==> src/rtl/spi_pkg.sv <==
// spi_pkg: shared state encoding, width defaults and command-type codes for the SPI master
package spi_pkg;
  localparam int CMD_W_DEF = 10;
  localparam int RD_W_DEF = 8;
  localparam logic [1:0] WR_ADDR = 2'b00;
  localparam logic [1:0] WR_DATA = 2'b01;
  localparam logic [1:0] RD_ADDR = 2'b10;
  localparam logic [1:0] RD_DATA = 2'b11;
  typedef enum logic [2:0] {
    IDLE  = 3'd0,
    SEL   = 3'd1,
    CMD   = 3'd2,
    SHIFT = 3'd3,
    WAIT  = 3'd4,
    RECV  = 3'd5,
    GAP   = 3'd6
  } state_t;
endpackage

==> src/rtl/spi_shift_reg.sv <==
// spi_shift_reg: load/shift-left register exposing its top OW bits (clk, rst, load, shift, sin, d -> q)
module spi_shift_reg #(
  parameter int W = 8,
  parameter int OW = 8
) (
  input  logic          clk,
  input  logic          rst,
  input  logic          load,
  input  logic          shift,
  input  logic          sin,
  input  logic [W-1:0]  d,
  output logic [OW-1:0] q
);
  logic [W-1:0] r_q;
  always_ff @(posedge clk) begin
    if (rst) r_q <= '0;
    else if (load) r_q <= d;
    else if (shift) r_q <= {r_q[W-2:0], sin};
  end
  assign q = r_q[W-1 -: OW];
endmodule

==> src/rtl/spi_master_gm.sv <==
// spi_master_gm: SS_n-framed SPI master shifting cmd_data out on MOSI and capturing RD_W bits from MISO on read-data frames
module spi_master_gm
  import spi_pkg::*;
#(
  parameter int CMD_W = CMD_W_DEF,
  parameter int RD_W = RD_W_DEF,
  parameter int MISO_DELAY = 3
) (
  input  logic            clk,
  input  logic            rst,
  input  logic            start,
  input  logic [CMD_W-1:0] cmd_data,
  output logic            SS_n,
  output logic            MOSI,
  input  logic            MISO,
  output logic            busy,
  output logic            done,
  output logic [RD_W-1:0] rd_data,
  output logic            rd_valid,
  output logic [2:0]      cs_sva
);
  localparam int CNT_W = $clog2(CMD_W + RD_W + MISO_DELAY + 1);
  state_t r_state;
  logic [CNT_W-1:0] r_cnt;
  logic r_is_read;
  logic w_tx_load;
  logic w_tx_shift;
  logic w_rx_shift;
  logic w_tx_msb;
  logic [RD_W-2:0] w_rx_q;
  assign w_tx_load = (r_state == IDLE) && start;
  assign w_tx_shift = (r_state == CMD) || (r_state == SHIFT);
  assign w_rx_shift = r_state == RECV;
  assign cs_sva = r_state;
  spi_shift_reg #(.W(CMD_W), .OW(1)) u_tx (
    .clk(clk), .rst(rst), .load(w_tx_load), .shift(w_tx_shift),
    .sin(1'b0), .d(cmd_data), .q(w_tx_msb)
  );
  spi_shift_reg #(.W(RD_W-1), .OW(RD_W-1)) u_rx (
    .clk(clk), .rst(rst), .load(1'b0), .shift(w_rx_shift),
    .sin(MISO), .d('0), .q(w_rx_q)
  );
  always_ff @(posedge clk) begin
    if (rst) begin
      r_state <= IDLE;
      r_cnt <= '0;
      r_is_read <= 1'b0;
      SS_n <= 1'b1;
      MOSI <= 1'b0;
      busy <= 1'b0;
      done <= 1'b0;
      rd_valid <= 1'b0;
      rd_data <= '0;
    end else begin
      done <= 1'b0;
      rd_valid <= 1'b0;
      case (r_state)
        IDLE: if (start) begin
          r_state <= SEL;
          r_is_read <= cmd_data[CMD_W-1 -: 2] == RD_DATA;
          SS_n <= 1'b0;
          MOSI <= 1'b0;
          busy <= 1'b1;
        end
        SEL: begin
          r_state <= CMD;
          MOSI <= w_tx_msb;
        end
        CMD: begin
          r_state <= SHIFT;
          r_cnt <= '0;
          MOSI <= w_tx_msb;
        end
        SHIFT: if (r_cnt == CNT_W'(CMD_W - 1)) begin
          r_cnt <= '0;
          MOSI <= 1'b0;
          r_state <= r_is_read ? WAIT : GAP;
          SS_n <= !r_is_read;
          done <= !r_is_read;
          busy <= r_is_read;
        end else begin
          r_cnt <= r_cnt + 1'b1;
          MOSI <= w_tx_msb;
        end
        WAIT: begin
          r_cnt <= (r_cnt == CNT_W'(MISO_DELAY - 1)) ? '0 : r_cnt + 1'b1;
          r_state <= (r_cnt == CNT_W'(MISO_DELAY - 1)) ? RECV : WAIT;
        end
        RECV: if (r_cnt == CNT_W'(RD_W - 1)) begin
          r_cnt <= '0;
          rd_data <= {w_rx_q, MISO};
          r_state <= GAP;
          SS_n <= 1'b1;
          done <= 1'b1;
          rd_valid <= 1'b1;
          busy <= 1'b0;
        end else begin
          r_cnt <= r_cnt + 1'b1;
        end
        GAP: r_state <= IDLE;
        default: begin
          r_state <= IDLE;
          SS_n <= 1'b1;
          MOSI <= 1'b0;
          busy <= 1'b0;
        end
      endcase
    end
  end
endmodule

==> config.mk <==
export PLATFORM = sky130hd
export DESIGN_NAME = spi_master_gm
export DESIGN_NICKNAME = d
export VERILOG_FILES = /design/src/rtl/spi_pkg.sv /design/src/rtl/spi_shift_reg.sv /design/src/rtl/spi_master_gm.sv
export SDC_FILE = /design/constraint.sdc
export NUM_CORES = 1
export LEC_CHECK = 0
export ABC_AREA = 1
export BUFFER_PORTS_ARGS = -buffer_cell sky130_fd_sc_hd__buf_4
export CORE_ASPECT_RATIO = 0.9
export CORE_MARGIN = 8
export CORE_UTILIZATION = 60
export CTS_BUF_LIST = sky130_fd_sc_hd__clkbuf_8
export CTS_CLUSTER_SIZE = 30
export DETAILED_ROUTE_END_ITERATION = 8
export HOLD_SLACK_MARGIN = 0.06
export PLACE_DENSITY = 0.84
export SYNTH_ARGS = -nofsm -noshare
export SYNTH_HDL_FRONTEND = slang
export SYNTH_SLANG_ARGS = --single-unit
==> constraint.sdc <==
create_clock -name clk -period 2.7 [get_ports clk]
set_clock_uncertainty 0.2 [all_clocks]
set_input_delay 0.135 -clock clk [delete_from_list [all_inputs] [get_ports clk]]
set_output_delay 0.135 -clock clk [all_outputs]
set_load 0.02 [all_outputs]
==> flow_summary.yaml, run 1 <==
outcome:
  status: "complete, no violations"
layout:
  fill_cells: 191
  final_common_cell: "nand2_1"
  fin_area_mm2: 0.00232
  fin_cells: 331
  drive_gt1_share_pct: 18.2
  postLayoutCoreUtil_pct: 82.9
  syn2layout_area_growth_pct: 30.4
  diodes: 0
  nets: 310
  layout_common_cells: "nand2_1, nand3_1, dfxtp_1"
drt:
  wire_per_inst_um: 13.2
  dr_total_vias: 1769
  ant_nets: 0
  first_pass_iters: 5
  drt_iter0_markers: 180
  vias_per_cell: 5.34
  drcViolationCount: 0
  wl_um: 4370
clocking:
  clock-sinks: 39
  root_buffer: "clkbuf_8"
  cts_tree: "done"
  cts-resized-gates: 0
  clock_latency_ns: 0.29
  clk_pin_slew_ns: 0.08
  clockBufferDepth: 2
  htree_levels: 2
  cts_buffers: 5
  holdBufCountCts: 22
  postCtsSetupRepairBufs: 0
grt:
  grt_usage_pct: 19.0
  antenna_found_initial: 0
  grt_pass1_vias: 1596
  grt_overflow: 0
  grt_pass1_wl_um: 7260
  grt_max_degree: 23
synthesis:
  synthCells: 240
  yosysWarnings: 0
  synth_nets: 260
  synth_area_leaders: "dfxtp_1, nand3_1, nand2_1"
  ys.flop_type: "dfxtp_1"
  synth-xor-area-share_pct: 0.493
  synth-simple-area-share_pct: 28.7
  synth_fa_ha_area_share_pct: 4.23
  syn_area_mm2: 0.00178
  yosys.area.top_type: "dfxtp_1"
  synthArstFlopShare_pct: 0
  synth_top_family_by_area: "simple AND/OR/NAND/NOR gates"
  muxShareOfSynthArea_pct: 0
  ys_types: 24
  avgSynthCellArea_um2: 7.40
  ys_ff_latch: 39
  ys_seq_area_share_pct: 43.9
  synth-compound-area-share_pct: 14.2
  synth_top_area_share_pct: 43.9
  synth-edff-count: 0
pwr:
  ir_worst_vdd_mv: 0.443
  p_total_mw: 1.48
  switching_share_pct: 34.2
  combinationalPowerShare_pct: 29.0
  cellPowerDensity_mw_per_mm2: 641
  leakagePower_nw: 1.01
  p_sw_mw: 0.508
  pwr-share-clk_pct: 25.3
  internal-power_mw: 0.976
  p_seq_share_pct: 45.7
die:
  die_width_um: 73.4
  initial_utilization_pct: 63.6
  die_y_um: 67.6
  placementRows: 18
  core_area_mm2: 0.00279
  die_area_mm2: 0.00496
  ios: 30
setup_path:
  crit_required_ns: 2.68
  cp.arrival_ns: 2.56
  cp_cell_sequence: "inv_2 > ha_1 > clkinv_1 > nand3_1 > a31oi_1 > dlygate4sd3_1"
  cp_slowest_cell: "dlygate4sd3_1"
  cp_max_fo: 11
  crit_path_end_kind: "flip-flop"
  timing_worst_setup_path_type: "reg2reg"
  cp_top_family: "buffers and inverters"
  critPathMaxStageDelay_ns: 0.56
  crit_buf_inv: 3
  start_kind: "flip-flop"
placed_design:
  gp_congestion: 0.830
  placed_area_mm2: 0.00201
  dp.cells: 301
  post-dp-hpwl_um: 2720
  io_buffers: 29
job:
  drv_cap: 0
sta:
  finalHoldViolCount: 0
  tightest_slew_ns: 0.538
  slew_viol_final: 0
  max_freq_ghz: 0.389
  finalSetupTns_ns: 0
  final.period_utilization_pct: 95.3
  relSlewSlack_pct: 64.1
  post-route-min-period_ns: 2.57
  rsz0062_at_grt: "false"
  setup_viol: 0
worst_hold_path:
  min_path_type: "in2reg"
==> cell type report <==
| class | count | area (µm²) | area share [%] |
|---|---|---|---|
| Multi-Input combinational cell | 163 | 846 | 36.5 |
| Sequential cell | 39 | 781 | 33.7 |
| Timing Repair Buffer | 52 | 445 | 19.2 |
| Inverter | 29 | 109 | 4.70 |
| Clock buffer | 5 | 68.8 | 2.97 |
| Tap cell | 40 | 50.0 | 2.16 |
| Clock inverter | 3 | 16.3 | 0.702 |
==> sequential cells by signal (all words and copies together) (netlist names) <==
signal / flops
r_is_read: 1
u_tx.r_q: 10
r_cnt: 5
u_rx.q: 7
SS_n: 1
done: 1
cs_sva: 3
rd_valid: 1
busy: 1
rd_data: 8
MOSI: 1
==> power by group through the flow <==
stage	sequential, mW	clock [mW]	combinational, mW
2_1_floorplan	0.700	0	0.244
3_3_place_gp	0.687	0	0.360
3_5_place_dp	0.686	0	0.365
4_1_cts	0.674	0.379	0.412
5_1_grt	0.684	0.412	0.471
6_report	0.677	0.375	0.431
==> routing by layer <==
layer,GRT usage (%),routed length (µm),vias up
met3,7.54,353,12
met4,6.22,84,0
met5,0,0,-
met1,23.2,1970,782
met2,29.8,1960,82
li1,-,-,893
==> cell usage after synthesis (4+ instances only) <==
master and number:
a21oi_1 16, a31oi_1 9, clkbuf_1 5, dfxtp_1 39, ha_1 6, inv_1 21, inv_2 6, nand2_1 45
nand2_2 5, nand3_1 40, nor2_1 14, nor2_4 4, o21ai_0 12, o21ai_1 5
==> kinds of logic after synthesis <==
family	count (synthesis)
and+or+nand+nor	110
xor gates and xnor gates	1
buffers and inverters	38
adders and majority gates	6
AOI/OAI and AO/OA	46
DFF	39
==> metrics by stage <==
step           hold WS (ns)  setup WS, ns
2_1_floorplan        0.0381         0.854
3_3_place_gp          0.144         0.896
3_5_place_dp          0.154         0.820
4_1_cts              0.0910         0.281
5_1_grt               0.118        0.0384
6_report              0.120         0.128
==> worst paths after layout <==
kind | start | end | slack [ns] | depth (start not counted)
worst max register to register | cs_sva[2]$_SDFFE_PP0P_ | u_tx.r_q[1]$_SDFFE_PP0P_ | 0.13 | 6
worst min-delay path | start | MOSI$_SDFFE_PP0P_ | 0.12 | 6
worst max-delay path | cs_sva[2]$_SDFFE_PP0P_ | u_tx.r_q[1]$_SDFFE_PP0P_ | 0.13 | 6
worst min register to register | u_rx.q[1]$_SDFFE_PP0N_ | u_rx.q[2]$_SDFFE_PP0N_ | 0.27 | 2
==> worst register-to-register path, stage by stage (launching register included) <==
cell and delay [ns]:
dfxtp_1 0.46, inv_2 0.16, ha_1 0.40, clkinv_1 0.38
nand3_1 0.22, a31oi_1 0.10, dlygate4sd3_1 0.56
Note: power is estimated with default switching activity, not from simulation.
==> run 2: changes to the inputs <==
CORE_UTILIZATION = 50   (was 60)
PLACE_DENSITY = 0.71   (was 0.84)
SYNTH_HIERARCHICAL = 1   (was unset)
clock period = 2.6 ns   (was 2.7 ns; I/O delays follow)
==> flow_summary.yaml, run 2 <==
placed_design:
  post-dp-hpwl_um: 3040
  gp_congestion: 0.835
  io_buffers: 29
  dp_slack_ns: 0.723
sta:
  finalHoldViolCount: 0
  fin_hold_ws_ns: 0.276
  fin_ws_ns: 0.171
  rsz0062_at_grt: "false"
  max_freq_ghz: 0.412
  finalSetupTns_ns: 0
  post-route-min-period_ns: 2.43
  setup_viol: 0
  slew_viol_final: 0
  final.period_utilization_pct: 93.4
synthesis:
  ys_types: 31
  synth_top_family_by_area: "simple AND/OR/NAND/NOR gates"
  synth_area_leaders: "dfxtp_1, nand2_1, nand3_1"
  avgSynthCellArea_um2: 7.04
  synthArstFlopShare_pct: 0
  yosys.area.top_type: "dfxtp_1"
  ys_ff_latch: 39
  yosysMostFrequentCell: "nand2_1"
  synth-edff-count: 0
  ys_seq_area_share_pct: 38.1
  synth-xor-area-share_pct: 0.855
  yosysWarnings: 6
  synth_common_cells: "nand2_1, dfxtp_1, nand3_1, inv_1, nor2_1"
  ys.flop_type: "dfxtp_1"
  synth_fa_ha_area_share_pct: 3.66
  synth-compound-area-share_pct: 8.12
  muxShareOfSynthArea_pct: 0
  syn_area_mm2: 0.00205
  synth_top_area_share_pct: 38.1
  synthCells: 291
  synth-simple-area-share_pct: 38.6
setup_path:
  r2r_slack_ns: 0.17
  cp.arrival_ns: 2.41
  r2r_cells: 6
  startpoint: "cs_sva[2]$_SDFFE_PP0P_"
  crit_path_end_kind: "flip-flop"
  cp_max_fo: 10
  worstReg2RegStart: "cs_sva[2]$_SDFFE_PP0P_"
  crit_path_end: "r_is_read$_SDFFE_PP0P_"
  start_kind: "flip-flop"
  r2r-end: "r_is_read$_SDFFE_PP0P_"
  timing_worst_setup_path_type: "reg2reg"
  crit_required_ns: 2.58
drt:
  first_pass_iters: 4
  dr_total_vias: 1876
  vias_per_cell: 4.77
  drt_iter0_markers: 93
  drcViolationCount: 0
  wire_per_inst_um: 11.3
  ant_nets: 0
  wl_um: 4460
die:
  die_y_um: 76.7
  initial_utilization_pct: 51.0
  die_area_mm2: 0.00641
  core_area_mm2: 0.00402
  placementRows: 22
  ios: 30
  die_width_um: 83.5
pwr:
  internal-power_mw: 1.15
  combinationalPowerShare_pct: 27.7
  p_total_mw: 1.70
  switching_share_pct: 32.4
  cellPowerDensity_mw_per_mm2: 660
  p_seq_share_pct: 41.6
  leakagePower_nw: 1.32
  p_sw_mw: 0.551
  ir_worst_vdd_mv: 0.343
  pwr-share-clk_pct: 30.7
grt:
  grt_pass1_wl_um: 7800
  grt_pass1_vias: 1733
  antenna_found_initial: 0
  grt_max_degree: 19
  grt_overflow: 0
  grt_usage_pct: 14.3
layout:
  nets: 364
  layout_common_cells: "nand2_1, dfxtp_1, nand3_1"
  top_register: "u_tx/r_q"
  largest_register_ffs: 10
  drive_gt1_share_pct: 20.0
  postLayoutCoreUtil_pct: 64.1
  diodes: 0
  regArea_um2: 781
  final_common_cell: "nand2_1"
  syn2layout_area_growth_pct: 25.6
  fill_cells: 363
  multi_input_area_mm2: 0.00108
clocking:
  cts_buffers: 5
  htree_levels: 2
  cts_tree: "done"
  clock_latency_ns: 0.29
  clock-sinks: 39
  clockBufferDepth: 2
  root_buffer: "clkbuf_8"
  clk_pin_slew_ns: 0.08
  cts-resized-gates: 0
outcome:
  status: "complete, no violations"
job:
  drv_cap: 0
worst_hold_path:
  min_path_type: "reg2reg"
==> run 2: cell types whose count changed in the layout (fill, tap and decap cells not counted), moves of 3 or more <==
cell and delta:
a31oi_1 -8, dlygate4sd3_1 -7, o21ai_0 -10, nor2_1 +3
conb_1 +9, nor2_2 +11, nor2_4 -3, nand2_1 +38
nor2_8 +3, o21ai_1 +5, inv_1 +13
==> run 2: layout make-up <==
class / count / area share, %
Clock buffer: 6 / 3.21
Clock inverter: 2 / 1.36
Inverter: 42 / 6.41
Multi-Input combinational cell: 212 / 42.1
Sequential cell: 39 / 30.3
Tap cell: 48 / 2.33
Timing Repair Buffer: 44 / 14.3
==> run 2: worst min path at each step <==
stage	startpoint	endpoint	cells after the start
finish	u_tx/r_q[8]$_SDFFE_PP0P_	u_tx/r_q[8]$_SDFFE_PP0P_	2
global route	MOSI$_SDFFE_PP0P_	MOSI$_SDFFE_PP0P_	2
CTS	u_tx/r_q[8]$_SDFFE_PP0P_	u_tx/r_q[8]$_SDFFE_PP0P_	2
detailed placement	MISO	rd_data[0]$_SDFFE_PP0P_	3
global placement	MISO	rd_data[0]$_SDFFE_PP0P_	3
floorplan	rst	u_rx/q[3]$_SDFFE_PP0P_	1
==> run 2: metal layers <==
metal / vias to the layer above / GRT usage (%) / wire length [µm] / part of all wire [%]
li1: 1006 / - / - / -
met5: - / 0 / 0 / 0
met2: 42 / 22.3 / 1990 / 45
met1: 826 / 17.3 / 2170 / 49
met4: 0 / 5.00 / 25 / 0.56
met3: 2 / 5.70 / 278 / 6.2
==> run 2: cells by family after synthesis <==
| group | count (synthesis) |
|---|---|
| compound gates | 30 |
| xor+xnor | 2 |
| fa+ha+maj | 6 |
| buf+inv | 48 |
| flops | 39 |
| other cells | 1 |
| simple gates | 165 |
==> run 2: power groups by stage <==
stage               clock [mW]  sequential (mW)  combinational [mW]
floorplan                    0            0.737               0.327
global placement             0            0.720               0.440
detailed placement           0            0.720               0.442
CTS                      0.534            0.707               0.471
global route             0.559            0.717               0.533
finish                   0.522            0.707               0.472
==> run 2: critical path: stages, from the launching register on <==
cell and delay (ns):
dfxtp_1 0.43, nor2_2 0.23, nand3_1 0.17, a21oi_1 0.14, dlygate4sd3_1 0.56, a211oi_1 0.04, dlygate4sd3_1 0.55
==> run 2: through the flow <==
| stage | area (µm²) | std cells |
|---|---|---|
| finish | 2570 | 393 |
| global route | 2570 | 393 |
| CTS | 2570 | 393 |
| detailed placement | 2310 | 370 |
| global placement | 2310 | 370 |
| floorplan | 2080 | 299 |
==> run 2: timing repair <==
action	4_1_cts	5_1_grt
endpoints found under the setup margin	0	0
hold buffers	15	0
buffers inserted	0	0
hold endpoints to repair	24	0
